--- config.mk ---
export PLATFORM = sky130hd
export DESIGN_NAME = pc_gen_flat
export DESIGN_NICKNAME = d
export VERILOG_FILES = /design/src/rtl/pc_gen_if.sv /design/src/rtl/pc_gen.sv /design/src/flat_wrapper.sv
export SDC_FILE = /design/constraint.sdc
export NUM_CORES = 1
export LEC_CHECK = 0
export ABC_AREA = 1
export CORE_MARGIN = 2
export CORE_UTILIZATION = 49
export DETAILED_ROUTE_END_ITERATION = 10
export PLACE_DENSITY = 0.91
export SLEW_MARGIN = 20
export SYNTH_ARGS = -nofsm -noshare
export SYNTH_HDL_FRONTEND = slang
export SYNTH_SLANG_ARGS = --single-unit
--- constraint.sdc ---
create_clock -name clk -period 4.3 [get_ports clk]
set_input_delay 0.86 -clock clk [delete_from_list [all_inputs] [get_ports clk]]
set_output_delay 0.86 -clock clk [all_outputs]
set_load 0.05 [all_outputs]
--- src/rtl/pc_gen_if.sv ---
// pc_gen_if: fetch-control inputs and fetch address/enable outputs of the program counter.
interface pc_gen_if #(parameter int ADDR_W = 32);
  logic              stall;
  logic              flush;
  logic [ADDR_W-1:0] flush_pc;
  logic              branch_flag;
  logic [ADDR_W-1:0] branch_target;
  logic [ADDR_W-1:0] pc;
  logic              ce;
  logic              redirect_pending;
  logic              misaligned;
  modport master (output stall, flush, flush_pc, branch_flag, branch_target,
                  input pc, ce, redirect_pending, misaligned);
  modport slave  (input stall, flush, flush_pc, branch_flag, branch_target,
                  output pc, ce, redirect_pending, misaligned);
endinterface

--- src/rtl/pc_gen.sv ---
// pc_gen: fetch program counter with stall, branch, flush redirect and stall-buffered branches.
module pc_gen #(
  parameter int              ADDR_W       = 32,
  parameter logic [ADDR_W-1:0] RESET_VECTOR = '0,
  parameter int              INST_BYTES   = 4
) (
  input logic     clk,
  input logic     rst,
  pc_gen_if.slave bus
);
  typedef enum logic [1:0] {S_RESET, S_RUN, S_HOLD} state_t;
  localparam logic [ADDR_W-1:0] LOW  = ADDR_W'(INST_BYTES - 1);
  localparam logic [ADDR_W-1:0] STEP = ADDR_W'(INST_BYTES);
  state_t            state, state_n;
  logic [ADDR_W-1:0] pc_q, pc_n, pend_q, pend_n;
  logic              ce_q, pending_q, mis_q, mis_n;
  // pending target is stored unaligned so misalignment is judged when it is applied
  always_comb begin
    state_n = state;
    pc_n    = pc_q;
    pend_n  = pend_q;
    mis_n   = 1'b0;
    if (state == S_RESET) state_n = S_RUN;
    else if (bus.flush) begin
      pc_n    = bus.flush_pc & ~LOW;
      mis_n   = |(bus.flush_pc & LOW);
      state_n = S_RUN;
    end else if (bus.stall) begin
      pend_n  = bus.branch_flag ? bus.branch_target : pend_q;
      state_n = bus.branch_flag ? S_HOLD : state;
    end else if (bus.branch_flag) begin
      pc_n    = bus.branch_target & ~LOW;
      mis_n   = |(bus.branch_target & LOW);
      state_n = S_RUN;
    end else if (state == S_HOLD) begin
      pc_n    = pend_q & ~LOW;
      mis_n   = |(pend_q & LOW);
      state_n = S_RUN;
    end else pc_n = pc_q + STEP;
  end
  always_ff @(posedge clk) begin
    if (rst) begin
      state     <= S_RESET;
      pc_q      <= RESET_VECTOR;
      pend_q    <= '0;
      ce_q      <= 1'b0;
      pending_q <= 1'b0;
      mis_q     <= 1'b0;
    end else begin
      state     <= state_n;
      pc_q      <= pc_n;
      pend_q    <= pend_n;
      ce_q      <= 1'b1;
      pending_q <= state_n == S_HOLD;
      mis_q     <= mis_n;
    end
  end
  assign bus.pc               = pc_q;
  assign bus.ce               = ce_q;
  assign bus.redirect_pending = pending_q;
  assign bus.misaligned       = mis_q;
endmodule

--- src/flat_wrapper.sv ---
// flat-port wrapper written by rule: the top's interface ports become plain ports
module pc_gen_flat 
#(
  parameter int              ADDR_W       = 32,
  parameter logic [ADDR_W-1:0] RESET_VECTOR = '0,
  parameter int              INST_BYTES   = 4
)
  (clk, rst, bus_stall, bus_flush, bus_flush_pc, bus_branch_flag, bus_branch_target, bus_pc, bus_ce, bus_redirect_pending, bus_misaligned);
  pc_gen_if #(.ADDR_W(ADDR_W)) bus_i ();
  input logic clk;
  input logic rst;
  input wire logic [$bits(bus_i.stall)-1:0] bus_stall;
  input wire logic [$bits(bus_i.flush)-1:0] bus_flush;
  input wire logic [$bits(bus_i.flush_pc)-1:0] bus_flush_pc;
  input wire logic [$bits(bus_i.branch_flag)-1:0] bus_branch_flag;
  input wire logic [$bits(bus_i.branch_target)-1:0] bus_branch_target;
  output wire logic [$bits(bus_i.pc)-1:0] bus_pc;
  output wire logic [$bits(bus_i.ce)-1:0] bus_ce;
  output wire logic [$bits(bus_i.redirect_pending)-1:0] bus_redirect_pending;
  output wire logic [$bits(bus_i.misaligned)-1:0] bus_misaligned;
  assign bus_i.stall = bus_stall;
  assign bus_i.flush = bus_flush;
  assign bus_i.flush_pc = bus_flush_pc;
  assign bus_i.branch_flag = bus_branch_flag;
  assign bus_i.branch_target = bus_branch_target;
  assign bus_pc = bus_i.pc;
  assign bus_ce = bus_i.ce;
  assign bus_redirect_pending = bus_i.redirect_pending;
  assign bus_misaligned = bus_i.misaligned;
  pc_gen #(.ADDR_W(ADDR_W), .RESET_VECTOR(RESET_VECTOR), .INST_BYTES(INST_BYTES)) u_core (.clk(clk), .rst(rst), .bus(bus_i));
endmodule
After elaboration in Yosys (flattened, before gate mapping). Cells that the tools add are included.

Output and inout port bits: 35. Flip-flop bits (word level): 69. Logic and storage cells: 34.

Muxes and demuxes: 15. Equality and inequality tests: 3. Add/subtract/negate cells: 1. Reductions and logical operators: 7. Bitwise operators: 2.

Operators by type and width (count): 32-bit two-way mux (4); 32-bit by 3-bit adder with 32-bit output (second input constant) (1); 2-bit two-way mux (6); 2-bit OR reduction (4); 1-bit two-way mux (5); 2-bit == test (second input constant) (2); 4-bit AND reduction (1); 2-bit zero test (1); 2-bit by 1-bit != test with 1-bit output (second input constant) (1); 1-bit NOT (2); 2-bit AND reduction (1).

Depth between registers and ports, before layout.
Word-level depth: 7. Depth in mapped cells: 12. Depth with buffers taken out: 12.

Worst setup path after synthesis. Ideal clock, no wire load.

Path kind: register -> register. From: register u_core.pc_q[2], in the netlist u_core.bus.pc[2]. To: register u_core.pc_q[18], in the netlist u_core.bus.pc[18]. Slack: 2375 ps. Setup time: 132 ps. Path buffers: 0. Required time: 4168 ps. Arrival time: 1793 ps. Stages on the path, launching flop included: 11. Cell sequence: dfxtp_1 ha_1 inv_1 nor2_2 nand2_1 o21ai_0 nand2_1 o21bai_1 nand2_1 nand2_1 a21oi_1.

Cells in the longest elaborated chain, start to end: 5.

RTL lines: from (decl) (line pc_gen.sv:15) `logic [ADDR_W-1:0] pc_q, pc_n, pend_q, pend_n;`; from (signal assigned) (line pc_gen.sv:51) `pc_q <= pc_n;`; 32-bit by 3-bit adder with 32-bit output (line pc_gen.sv:39) `end else pc_n = pc_q + STEP;`; 32-bit two-way mux (line pc_gen.sv:35) `end else if (state == S_HOLD) begin`; 32-bit two-way mux (line pc_gen.sv:31) `end else if (bus.branch_flag) begin`; 32-bit two-way mux (line pc_gen.sv:28) `end else if (bus.stall) begin`; 32-bit two-way mux (line pc_gen.sv:24) `else if (bus.flush) begin`.

No other way between the ends. The select of a mux whose other input is x is not followed. A chain may end at the register's enable or synchronous reset.

Worst setup path after layout.
From: input bus_branch_flag. To: register u_core.pend_q[3].

Cells in the longest elaborated chain, start to end: 1.

RTL lines: from (decl) (line flat_wrapper.sv:15) `input wire logic [$bits(bus_i.branch_flag)-1:0] bus_branch_flag;`; 4-bit AND reduction (no line); to (signal assigned) (line pc_gen.sv:52) `pend_q <= pend_n;`; to (decl) (line pc_gen.sv:15).

No other way between the ends.

==> results.md <==
* Outcome: complete, no violations
* Hold path cells at 2
* Hold Path Class: reg2reg
* TNS Setup at 0 ns
* Post-DRT Antenna Nets at 0
* # fillers at 722
* Startpoint types: input pin
* Async SR Flop Fraction at 0%
* Pin slew with the least headroom to its limit at 1.01 ns
* Post-synthesis cell type count at 32
* Top-area cell type share of the netlist area at 31.7%
* Rows at 33
* Hold buffer count at CTS at 0
* Worst Setup EP: u_core.pend_q[3]
* Vias at 5113
* Most frequent cell after synthesis: nand2_1
* Final nets at 872
* CTS Root Buffer Type: clkbuf_8
* CP Max Fanout at 32
* Worst reg2reg path depth at 10
* Critical Path, Cell by Cell: clkdlybuf4s50_1 -> inv_1 -> nor3_2 -> inv_1 -> nor2_1 -> nor2_1
* Main synth FF type: dfxtp_1
* Layout Skew at 0.0115 ns
* First-pass GRT wire length at 22.6 mm
* Synth Register Bits at 67
* Final Cycle Share at 66.1%
* Sink Count at 67
* Io pins at 104
* Ratio of cells with drive above 1 in the final layout at 5.95%
* Seq/Total Area, Yosys at 31.7%
* CP delay by family, top: buffers and inverters
* Syn-to-layout area delta at 28.6%
* Final HPWL DP at 10.2 mm
* Kind of critical path: in2reg
* Drt wl/cell at 15.4 um
* Setup crit start: bus_branch_flag
* Largest net degree at the start of global routing at 60
* Vias/cell at 5.61
* Slew HR at 32.9%
* Vias in the first global route at 4722
* Min Tclk post-route at 2.84 ns
* Core area at 8300 sq um
* Total leakage power at 2.19 nW
* Origin of the critical flop-to-flop path: u_core.bus.pc[2]
* Fin util at 65.5%
* Placer Congestion at 0.974
* Inserted Diodes at 0
* Max VDD drop at 0.000179 V
* Tot Pwr at 1.60 mW
* Number of flops mapped to enable cells by yosys at 0
* DRT iter0 DRCs at 562
* Postcts setup bufs at 0
* Initial Utilization at 50.9%
* CTS Buf Count at 9
* Area of the die at 9380 sq um
* Total track usage at 29.3%
* Worst-path clk slew at 0.08 ns
* Syn. warnings at 0
* Antenna violations before repair at 0
* Final Hold Vio Count at 0
* Worst-Skew Late Latency at 0.34 ns
* H-tree depth at 3
* Final Slew Violations at 0
* Bufs on Longest Clock Path at 2
* Die width at 96.9 um
* Levels on crit path at 6
* WP data arrival at 3.11 ns
* Drc violations at 0
* Commonest cells in the netlist: nand2_1 (187), nor2_1 (165), dfxtp_1 (67)
* RSZ-0062 raised after global routing: no
* Reg2Reg Capture Point: u_core.bus.pc[10]
* FMAX at 352 MHz
* R2R Setup Slk at 2.30 ns
* PostCTS Resize Cnt at 0
* Mapped cell area at 4230 sq um
* Critical Path Max Stage Delay at 0.77 ns
* Slowest stage cell, crit path: inv_1
* Max Cap Viol at 0
* Detailed Routing Iterations Pass 1 at 5
* Synth area leader: dfxtp_1
* Grt ovf at 0
* CP Capture Type: flop
* Port buffer count at 101
* Critical Path RT at 4.57 ns
* Worst Path Buf+Inv at 3
* Setup violators final at 0
* Power density over the cells at 294 nW/um^2
* Post-Route WL at 14.0 mm
* Die H at 96.9 um
* Syn Area/Cell at 5.85 sq um
* Cell count after synthesis at 723
* Largest cells by area after synthesis: dfxtp_1 (32%), nand2_1 (17%), nor2_1 (15%)
* CTS tree: built
per-layer routing:
layer	wire (um)	up-vias	global-route usage, %	part of all wire [%]
li1	-	2456	-	-
met1	5860	2308	40.2	42
met2	6440	315	48.5	46
met3	1450	34	2.89	10
met4	294	0	9.53	2.1
met5	0	-	0	0
tightest hold or removal path, delay by kind of cell, from the launching register on:
kind             cells  cell delay (ns)
AND/OR/NAND/NOR      1             0.07
flip-flops           1             0.34
AO/OA/AOI/OAI        1             0.06
cells by family (layout without fill, tap and decap cells):
| kind of cell | Yosys count | in the layout | share of synthesized area [%] |
|---|---|---|---|
| compound gates | 139 | 139 | 17.3 |
| xor+xnor | 6 | 6 | 1.24 |
| fa+ha+maj | 1 | 1 | 0.296 |
| buf+inv | 86 | 169 | 8.14 |
| flops | 67 | 67 | 31.7 |
| other cells | 1 | 2 | 0.0887 |
| simple gates | 423 | 423 | 41.2 |
worst min path at each step:
stage / from / to / slack, ns
2_1_floorplan: u_core.pend_q[10] / u_core.pend_q[10] / 0.47
3_5_place_dp: u_core.pend_q[4] / u_core.pend_q[4] / 0.49
4_1_cts: u_core.bus.pc[31] / u_core.bus.pc[31] / 0.51
6_report: u_core.bus.pc[31] / u_core.bus.pc[31] / 0.51
5_1_grt: u_core.bus.pc[31] / u_core.bus.pc[31] / 0.54
3_3_place_gp: u_core.pend_q[30] / u_core.pend_q[30] / 0.49
layout by cell type, fill, tap and decap left out, types with 2 or more instances in the layout:
master	netlist	layout
nor3_1	2	2
a21oi_1	62	62
o21ai_0	65	65
clkdlybuf4s50_1	0	101
nor2_2	4	4
nor2_4	5	5
dfxtp_1	67	67
o21bai_1	4	4
inv_2	2	2
inv_1	44	44
buf_4	3	6
nand2_1	187	187
nand2_2	4	4
o211ai_1	4	4
nor2_1	165	165
clkbuf_8	0	12
or2_2	9	9
conb_1	1	2
nand3_1	42	42
xor2_1	4	4
xnor2_1	2	2
final cells by class:
type / instances / area [sq um] / share of cell area, %
Clock inverter: 3 / 21.3 / 0.391
Tap cell: 105 / 131 / 2.42
Sequential cell: 67 / 1340 / 24.7
Inverter: 46 / 173 / 3.18
Clock buffer: 13 / 169 / 3.11
Multi-Input combinational cell: 571 / 2540 / 46.8
Timing Repair Buffer: 107 / 1060 / 19.4
report_power, final:
part           switching (mW)  total (mW)  internal, mW
logic                   0.241       0.393         0.152
clock network           0.252       0.509         0.257
registers              0.0425       0.697         0.654
total                   0.535        1.60          1.06
registers in the layout, summed over array words and instances, names as in the netlist:
register,flops
u_core.state,2
u_core.bus.misaligned,1
u_core.bus.redirect_pending,1
u_core.bus.pc,30
u_core.pend_q,32
u_core.bus.ce,1
per-stage QoR:
step / hold WS (ns) / setup WS (ns) / cells / area [sq um]
5_1_grt: 0.539 / 1.29 / 912 / 5440
6_report: 0.511 / 1.46 / 912 / 5440
2_1_floorplan: 0.470 / 2.37 / 724 / 4230
4_1_cts: 0.512 / 1.55 / 912 / 5440
3_3_place_gp: 0.486 / 1.35 / 896 / 5250
3_5_place_dp: 0.492 / 1.22 / 896 / 5250
(Power assumes the default switching activity.)
